$ cat src/rtl/fpu_vec_pkg.sv
// Shared types for the FPU vector lane path: lane count, lane index,
// scatter state and the lane one-hot helper.
package fpu_vec_pkg;

    localparam int unsigned LANES = 4;

    typedef logic [1:0] lane_idx_t;

    typedef enum logic [1:0] {
        EMPTY = 2'd0,
        FILL  = 2'd1,
        FULL  = 2'd2
    } state_t;

    function automatic logic [LANES-1:0] lane_onehot(input lane_idx_t idx);
        logic [LANES-1:0] v;
        v      = '0;
        v[idx] = 1'b1;
        return v;
    endfunction

endpackage

$ cat src/rtl/fpu_vec_lane_dec.sv
// Destination lane select (shuffle vs default index) and 2->4 one-hot decode.
module fpu_vec_lane_dec
    import fpu_vec_pkg::*;
(
    input  lane_idx_t        i_idx_shuf,
    input  lane_idx_t        i_idx_dfl,
    input  logic             i_do_shuf,
    output lane_idx_t        o_dst,
    output logic [LANES-1:0] o_onehot
);

    lane_idx_t w_dst;

    assign w_dst    = i_do_shuf ? i_idx_shuf : i_idx_dfl;
    assign o_dst    = w_dst;
    assign o_onehot = lane_onehot(w_dst);

endmodule

$ cat src/rtl/fpu_vec_lane_scatter.sv
// Packs a stream of scalar lane results into a 4-lane vector and hands the
// assembled vector to writeback over a valid/ready handshake.
module fpu_vec_lane_scatter
    import fpu_vec_pkg::*;
#(
    parameter int unsigned LANE_W = 32
) (
    input  logic                    clock,
    input  logic                    reset,
    input  logic                    inValid,
    output logic                    inReady,
    input  logic [LANE_W-1:0]       inData,
    input  logic [1:0]              inIdxShuf,
    input  logic [1:0]              inIdxDfl,
    input  logic                    inDoShuf,
    input  logic                    inLast,
    input  logic                    inFlush,
    output logic                    outValid,
    input  logic                    outReady,
    output logic [LANES*LANE_W-1:0] outData,
    output logic [LANES-1:0]        outMask,
    output logic                    dupErr
);

    state_t                  r_state;
    logic [LANES*LANE_W-1:0] r_data;
    logic [LANES-1:0]        r_mask;
    logic                    r_dup;

    lane_idx_t               w_dst;
    logic [LANES-1:0]        w_onehot;
    logic                    w_accept;
    logic                    w_restart;
    logic [LANES-1:0]        w_base_mask;
    logic [LANES-1:0]        w_mask_d;
    logic [LANES*LANE_W-1:0] w_data_d;
    logic                    w_dup;
    logic                    w_complete;

    fpu_vec_lane_dec u_dec (
        .i_idx_shuf (inIdxShuf),
        .i_idx_dfl  (inIdxDfl),
        .i_do_shuf  (inDoShuf),
        .o_dst      (w_dst),
        .o_onehot   (w_onehot)
    );

    assign inReady  = !inFlush && ((r_state != FULL) || outReady);
    assign w_accept = inValid && inReady;

    // Accepting in FULL implies outReady, so the beat opens a fresh vector.
    assign w_restart = (r_state != FILL);

    always_comb begin
        w_base_mask = w_restart ? '0 : r_mask;
        w_mask_d    = w_base_mask | w_onehot;
        w_dup       = |(w_base_mask & w_onehot);
        w_complete  = (w_mask_d == '1) || inLast;
        w_data_d    = '0;
        for (int k = 0; k < LANES; k++) begin
            w_data_d[k*LANE_W +: LANE_W] = w_onehot[k] ? inData :
                (w_restart ? '0 : r_data[k*LANE_W +: LANE_W]);
        end
    end

    always_ff @(posedge clock or posedge reset) begin
        if (reset) begin
            r_state <= EMPTY;
            r_data  <= '0;
            r_mask  <= '0;
            r_dup   <= 1'b0;
        end else begin
            r_dup <= 1'b0;
            if (inFlush) begin
                r_state <= EMPTY;
                r_data  <= '0;
                r_mask  <= '0;
            end else if (w_accept) begin
                r_data  <= w_data_d;
                r_mask  <= w_mask_d;
                r_state <= w_complete ? FULL : FILL;
                r_dup   <= w_dup;
            end else if ((r_state == FULL) && outReady) begin
                r_state <= EMPTY;
            end
        end
    end

    assign outValid = (r_state == FULL);
    assign outData  = r_data;
    assign outMask  = r_mask;
    assign dupErr   = r_dup;

endmodule

$ cat config.mk
export PLATFORM = sky130hd
export DESIGN_NAME = fpu_vec_lane_scatter
export DESIGN_NICKNAME = d
export VERILOG_FILES = /design/src/rtl/fpu_vec_pkg.sv /design/src/rtl/fpu_vec_lane_dec.sv /design/src/rtl/fpu_vec_lane_scatter.sv
export SDC_FILE = /design/constraint.sdc
export NUM_CORES = 1
export LEC_CHECK = 0
export ABC_AREA = 1
export BUFFER_PORTS_ARGS = -buffer_cell sky130_fd_sc_hd__buf_2
export CORE_UTILIZATION = 54
export CTS_CLUSTER_DIAMETER = 50
export DETAILED_ROUTE_END_ITERATION = 10
export PLACE_DENSITY = 0.91
export SKIP_CTS_REPAIR_TIMING = 1
export SLEW_MARGIN = 25
export SYNTH_ARGS = -nofsm -noshare
export SYNTH_HDL_FRONTEND = slang
export SYNTH_SLANG_ARGS = --single-unit
$ cat constraint.sdc
create_clock -name clock -period 8.1 [get_ports clock]
set_input_delay 1.215 -clock clock [delete_from_list [all_inputs] [get_ports clock]]
set_output_delay 1.215 -clock clock [all_outputs]
set_load 0.01 [all_outputs]
# Word-level counts from Yosys, hierarchy flattened
# Cells that the tools add are included.
dict set report totals {
  reg_bits 135
  inputBits 43
  elab_cells 52
}
dict set report classes {
  magnitude_cmp 2
  eq_ne 4
  mux 19
  bitwise_logic 2
  reduce_logical 18
}
# operator count
set ops {}
lappend ops {{$mux W128} 2}
lappend ops {{$mux W32} 5}
lappend ops {{$reduce_bool A3 Y1} 5}
lappend ops {{$mux W4} 3}
lappend ops {{$mux W2} 5}
lappend ops {{$reduce_and A2 Y1} 4}
lappend ops {{$and A4 B4 Y4} 1}
lappend ops {{$eq A4 B4 Y1 const B} 1}
lappend ops {{$logic_and A1 B1 Y1} 4}
lappend ops {{$or A4 B4 Y4} 1}
lappend ops {{$reduce_or A4 Y1} 1}
lappend ops {{$lt A2 B3 Y1 const B} 1}
lappend ops {{$mux W1} 3}
lappend ops {{$demux W1 S2} 1}
lappend ops {{$eq A2 B2 Y1 const B} 1}
lappend ops {{$ge A2 B1 Y1 const B} 1}
lappend ops {{$logic_or A1 B1 Y1} 2}
lappend ops {{$ne A2 B1 Y1 const B} 1}
lappend ops {{$ne A2 B2 Y1 const B} 1}
lappend ops {{$reduce_bool A2 Y1} 1}
lappend ops {{$logic_not A1 Y1} 1}

# Logic depth before layout (Yosys ltp)
# Gate-level depths: netlist of run 1.
dict set report logic_depth {
  depth_word 11
  depth_mapped 9
}

# Cells and area by module
# From an unflattened synthesis of run 1, not the netlist that was laid out.
dict set report hier_totals {
  cells_unflattened 643
  area_unflattened_um2 5977.0
}
# mod n_inst cells_each area_per_inst_um2
set modules_own_cells {}
lappend modules_own_cells {fpu_vec_lane_scatter 1 622 5893.2}
lappend modules_own_cells {fpu_vec_lane_dec 1 21 83.8}

# Worst setup path before layout of run 1
# Ideal clock, no wire load.
dict set report synth_timing {
  path_type {in2out}
  start {in inFlush}
  end {out inReady}
  arrival_time_ns 1.513
  required_time_ns 6.885
  setup_slack_ns 5.372
  stages 3
  path_buffers 0
  path_cell_list {inv_1 nand2_1 inv_1}
}
dict set report synth_via {
  elab_chain_cells 2
}
# item line
set synth_lines {}
lappend synth_lines {{start, declared} fpu_vec_lane_scatter.sv:17} ;# input logic inFlush,
lappend synth_lines {{$logic_not A1 Y1} fpu_vec_lane_scatter.sv:48} ;# assign inReady = !inFlush && ((r_state != FULL) || outReady);
lappend synth_lines {{$logic_and A1 B1 Y1} fpu_vec_lane_scatter.sv:48}
lappend synth_lines {{end, declared} fpu_vec_lane_scatter.sv:11} ;# output logic inReady,
# Every way passes these cells.

# Worst setup path after layout of run 1
# Ends and elaborated chain as after synthesis.

==> results of run 1 <==
-- per-layer routing --
metal | vias up | GRT usage [%] | wire length [um]
met5 | - | 0 | 0
met4 | 0 | 17.0 | 493
met3 | 43 | 6.13 | 1060
met2 | 272 | 47.5 | 7140
met1 | 2208 | 38.0 | 5510
li1 | 2052 | - | -
-- layout by cell type, fill, tap and decap left out, types with 2 or more instances in the layout --
| master | synthesis | final |
|---|---|---|
| a22o_1 | 4 | 4 |
| buf_2 | 1 | 177 |
| clkbuf_16 | 0 | 16 |
| clkbuf_8 | 0 | 2 |
| clkinvlp_4 | 0 | 4 |
| dfrtp_1 | 135 | 135 |
| inv_1 | 12 | 11 |
| inv_2 | 2 | 2 |
| inv_6 | 0 | 6 |
| inv_8 | 0 | 2 |
| nand2_1 | 187 | 187 |
| nand2_2 | 10 | 10 |
| nand3_1 | 5 | 5 |
| nor2_1 | 2 | 2 |
| nor2_2 | 2 | 2 |
| o21ai_0 | 98 | 98 |
| o21ai_1 | 31 | 31 |
| o22ai_1 | 2 | 2 |
-- worst max path at each step --
stage / startpoint / endpoint / slack (ns) / cells after the start
2_1_floorplan: reset / dupErr / 3.27 / 1
5_1_grt: inFlush / inReady / 5.07 / 5
3_5_place_dp: inDoShuf / outData[122] / 4.84 / 9
3_3_place_gp: inDoShuf / outData[96] / 4.98 / 9
4_1_cts: inFlush / inReady / 5.13 / 5
6_report: inFlush / inReady / 5.13 / 5
-- cell usage after synthesis --
library cell | count | area [sq um]
nand3_2 | 1 | 10.0
nand2_1 | 187 | 702
nand2_2 | 10 | 62.6
buf_6 | 15 | 169
o21ai_1 | 31 | 155
nand3_1 | 5 | 25.0
a22o_1 | 4 | 35.0
clkbuf_1 | 10 | 37.5
buf_2 | 1 | 5.00
o21ai_0 | 98 | 490
nor2_1 | 2 | 7.51
o22ai_1 | 2 | 12.5
o211ai_1 | 1 | 7.51
nand4_1 | 1 | 6.26
inv_2 | 2 | 7.51
buf_1 | 2 | 7.51
inv_1 | 12 | 45.0
nor2_2 | 2 | 12.5
dfrtp_1 | 135 | 3380
-- power breakdown --
part | internal [uW] | switching [uW]
clock network | 425 | 300
registers | 696 | 13.5
logic | 35.8 | 96.8
-- through the flow --
step           std cells  hold WS, ns
3_5_place_dp         800        0.469
5_1_grt              833        0.504
4_1_cts              832        0.484
2_1_floorplan        521        0.511
6_report             833        0.483
3_3_place_gp         800        0.461
-- cell type report --
class	instances	share of cell area, %
diodes	1	0.0380
clock buffers	19	6.55
clock inverters	13	2.05
inverters	14	0.874
multi-input cells	344	23.2
flip-flops and latches	135	51.3
well taps	129	2.45
repair buffers	178	13.6
-- registers in the layout, summed over array words and instances (netlist names) --
register and count:
outData 128, outMask 4, r_state 2, dupErr 1
-- cells by family (layout without fill, tap and decap cells) --
kind of cell	count (synthesis)	in the layout
other cells	0	1
flops	135	135
buf+inv	42	224
simple gates	208	208
compound gates	136	136
-- worst max-delay path: stages --
cell,delay [ns]
buf_2,0.10
inv_1,0.19
nand2_1,0.08
inv_1,0.05
buf_2,0.12
==> summary.txt, run 1 <==
Die width - 99.9 um
Clock Latency Late Sink - 0.50 ns
Main combinational cell family by area after synthesis - simple AND/OR/NAND/NOR gates
Remaining DRCs - 0
Routed WL per cell - 17.0 um
CP endpoint kind - output pin
Utilization after layout - 70.9%
VDD IR-drop max - 0.000135 V
Worst slew pin tran - 0.772 ns
Sequential area share after synthesis - 65.3%
Power, Total - 1570 uW
Clock-pin transition on the worst setup and hold timing paths - 0.06 ns
Final Max Tran Viols - 0
Fmax - 337 MHz
Final instance area - 0.00659 sq mm
Critical Path RT - 6.88 ns
Compound-Gate Fraction of Synth Area - 13.5%
Netlist Area Pre-Place - 0.00518 sq mm
Vias in the first global route - 4457
CP Launch Type - input port
Core area - 0.00928 sq mm
Final GP Congestion - 0.825
Htree depth - 4
Crit Path Class - input port to output pin
TritonCTS buffer count - 17
Nets@finish - 733
R2R cell count - 7
Worst reg-to-reg setup slack - 6.20 ns
Clock root cell - clkbuf_8
Cell row count - 35
MaxCap Viol Count - 0
Area of the multi-input gates - 0.00153 sq mm
Syn_nets - 564
Worst Hold End - outData[62]
Via count - 4575
Die Area - 0.00998 sq mm
Die Ht - 99.9 um
Status - finished clean
Final worst slack - 5.13 ns
Avg Inst Size Synth - 9.94 sq um
TritonRoute pass-1 iters - 5
RSZ-0062 raised after global routing - no
Final period utilization - 36.7%
Final Hold Viols - 0
Count of cell types in the netlist - 19
Worst slew margin - 48.3%
Dpl ws - 4.84 ns
Ys Warns - 0
Via/cell ratio - 5.49
Starting Density - 55.8%
Leakage power total - 0.00354 uW
Reg2reg end - outData[5]
Post-DRT Antenna Nets - 0
Hold Path Cell Cnt - 2
Synth Area in Adders - 0%
CTS tree - built
Register Area - 0.00338 sq mm
Num ports - 178
WP data arrival - 1.75 ns
Placed Area - 0.00601 sq mm
Total track usage - 29.7%
XOR/XNOR Fraction of Synth Area - 0%
Initial antenna violation count - 1
Cells after synthesis - 521
Post-route setup TNS - 0 ns
Syn-to-layout area delta - 27.2%
Worst hold path type - register to register
Min cycle time layout - 2.97 ns
PwrDens - 238 mW/mm^2
Clock Path Buffers - 2
First-pass GRT wire length - 22.4 mm
Critical path fanouts, max - 7
Final setup viols - 0
Pin count of the biggest net entering global routing - 83
IO Port Bufs - 177
Critical R2R Launch - r_state[1]
Final wirelength - 14.2 mm
Clock sink count - 135
Clock skew - 0.00835 ns
Worst Min Path Start - outData[62]
Layout cells sized above 1 - 32.0%
Final HPWL DP - 9.13 mm
Drt initial violations - 341
Fill count - 700
GRT overflow - 0
Post-synthesis mux area share - 0%
Post-Synth Simple-Gate Area - 16.0%
FF+latch count, synth - 135
No activity file was read; power rests on OpenSTA's default activity.
==> run 2, diff against run 1 <==
--- a/config.mk
+++ b/config.mk
@@ -7,10 +7,10 @@
 export LEC_CHECK = 0
 export ABC_AREA = 1
 export BUFFER_PORTS_ARGS = -buffer_cell sky130_fd_sc_hd__buf_2
-export CORE_UTILIZATION = 54
+export CORE_UTILIZATION = 50
 export CTS_CLUSTER_DIAMETER = 50
 export DETAILED_ROUTE_END_ITERATION = 10
-export PLACE_DENSITY = 0.91
+export PLACE_DENSITY = 0.86
 export SKIP_CTS_REPAIR_TIMING = 1
 export SLEW_MARGIN = 25
 export SYNTH_ARGS = -nofsm -noshare
==> constraint.sdc (replaced) <==
create_clock -name clock -period 2.74 [get_ports clock]
set_input_delay 0.411 -clock clock [delete_from_list [all_inputs] [get_ports clock]]
set_output_delay 0.411 -clock clock [all_outputs]
set_load 0.01 [all_outputs]
==> run 2 against run 1 <==
Compared with the run above:
- combinational power grew to 3.1 times the previous value
- flip-flop and latch count stayed put
- count of clock-buffer cells in the layout is 2 higher
- sequential power grew to 3.0 times the previous value
- the run now ends with hold timing left
- setup slack worse by 4.4 ns
- largest cell class unchanged
- critical endpoint is now outData[101]
==> summary.txt, run 2 (synthesis gave the netlist of run 1 again) <==
CP Launch Type - register
Clock skew - 0.00626 ns
Register Area - 0.00338 sq mm
Final worst slack - 0.763 ns
VDD IR-drop max - 0.000383 V
Final Hold Viols - 6
Critical path fanouts, max - 38
Vias in the first global route - 4722
Utilization after layout - 68.2%
CP endpoint kind - register
Drt initial violations - 374
Clock sink count - 135
Status - finished with violations
Area of the multi-input gates - 0.00153 sq mm
Die Area - 0.0108 sq mm
Most frequent cells in the layout - nand2_1 (187), buf_2 (177), dfrtp_1 (135)
Leakage power total - 0.00362 uW
Via count - 4650
Cell row count - 36
Routed WL per cell - 17.9 um
Worst reg-to-reg setup slack - 0.76 ns
Worst slew margin - 47.9%
Final Max Tran Viols - 0
WP data arrival - 2.39 ns
Clock Latency Late Sink - 0.52 ns
Fill count - 769
Dpl ws - 0.679 ns
Placed Area - 0.00608 sq mm
Worst hold path type - input port to asynchronous set/reset pin
Fin Hold WS - -0.00374 ns
Fmax - 506 MHz
Clock Path Buffers - 2
Critical Path RT - 3.15 ns
Total track usage - 29.3%
RSZ-0062 raised after global routing - no
Min cycle time layout - 1.98 ns
TritonCTS buffer count - 17
Dpl cells - 809
Core area - 0.00991 sq mm
PwrDens - 755 mW/mm^2
Htree depth - 4
Final period utilization - 72.1%
Final instance area - 0.00676 sq mm
Clock-pin transition on the worst setup and hold timing paths - 0.06 ns
Worst slew pin tran - 0.779 ns
Die width - 104 um
Num ports - 178
CTS tree - built
Clock root cell - clkbuf_8
Final wirelength - 15.1 mm
Layout cells sized above 1 - 32.5%
First-pass GRT wire length - 24.2 mm
# diodes - 0
Pin count of the biggest net entering global routing - 55
Post-DRT Antenna Nets - 0
CP delay by family, top - buffers and inverters
Die Ht - 104 um
Non-Filler Instances - 841
Syn-to-layout area delta - 30.6%
Worst path max stage delay - 0.59 ns
Post-route setup TNS - 0 ns
Crit Path Class - register to register
GRT overflow - 0
Number of flip-flops in the largest register - 128
Initial antenna violation count - 0
CP max-delay cell - inv_2
MaxCap Viol Count - 0
Commonest non-fill, non-tap cell in the layout - nand2_1
IO Port Bufs - 177
Starting Density - 52.2%
Final HPWL DP - 9.38 mm
Via/cell ratio - 5.53
Sequence of cells on the critical path - inv_1, nor2_2, nand2_2, nand3_2, inv_2, nand2_1, o21ai_0
Nets@finish - 738
Remaining DRCs - 0
Buf/Inv on CP - 2
Failing checks - hold timing
Final setup viols - 0
TritonRoute pass-1 iters - 5
Final GP Congestion - 0.794
==> run 2: path summary, 6_finish.rpt <==
| path | from | endpoint | depth (start not counted) |
|---|---|---|---|
| max in group asynchronous | reset | outData[62] | 3 |
| worst min-delay path | reset | outData[43] | 2 |
| min in group clock | inLast | r_state[0] | 4 |
| worst min register to register | outData[77] | outData[77] | 2 |
| worst max-delay path | r_state[1] | outData[101] | 7 |
| worst max register to register | r_state[1] | outData[101] | 7 |
==> run 2: worst register-to-register path, delay by kind of cell, from the launching register on <==
| kind | cells | cell delay (ns) |
|---|---|---|
| AO/OA/AOI/OAI | 1 | 0.30 |
| AND/OR/NAND/NOR | 4 | 0.49 |
| flip-flops | 1 | 0.41 |
| buffers and inverters | 2 | 0.67 |
==> run 2: cell type report <==
type                            instances  area share [%]
Inverter                               14           0.833
Multi-Input combinational cell        344            22.6
Tap cell                              133            2.46
Clock inverter                         11            3.22
Sequential cell                       135            50.0
Clock buffer                           21            6.79
Timing Repair Buffer                  183            14.1
==> run 2: routing by layer <==
| metal | global-route usage [%] | part of all wire, % |
|---|---|---|
| met4 | 14.6 | 3.1 |
| met1 | 36.3 | 39 |
| met3 | 7.87 | 8.3 |
| met2 | 47.8 | 50 |
| met5 | 0 | 0 |
==> run 2: power breakdown <==
group | internal (uW) | leakage, uW | total [uW] | switching (uW)
clock network | 1740 | 0.000325 | 2590 | 854
logic | 115 | 0.00143 | 410 | 294
registers | 2060 | 0.00186 | 2100 | 41.5
total | 3910 | 0.00362 | 5100 | 1190
==> run 2: per-stage QoR <==
step	hold slack (ns)	power, uW
final	-0.00374	5100
after global placement	0.461	2520
after global routing	0.0316	5260
after floorplan	0.511	2380
after CTS	0.00650	5120
after detailed placement	0.469	2540
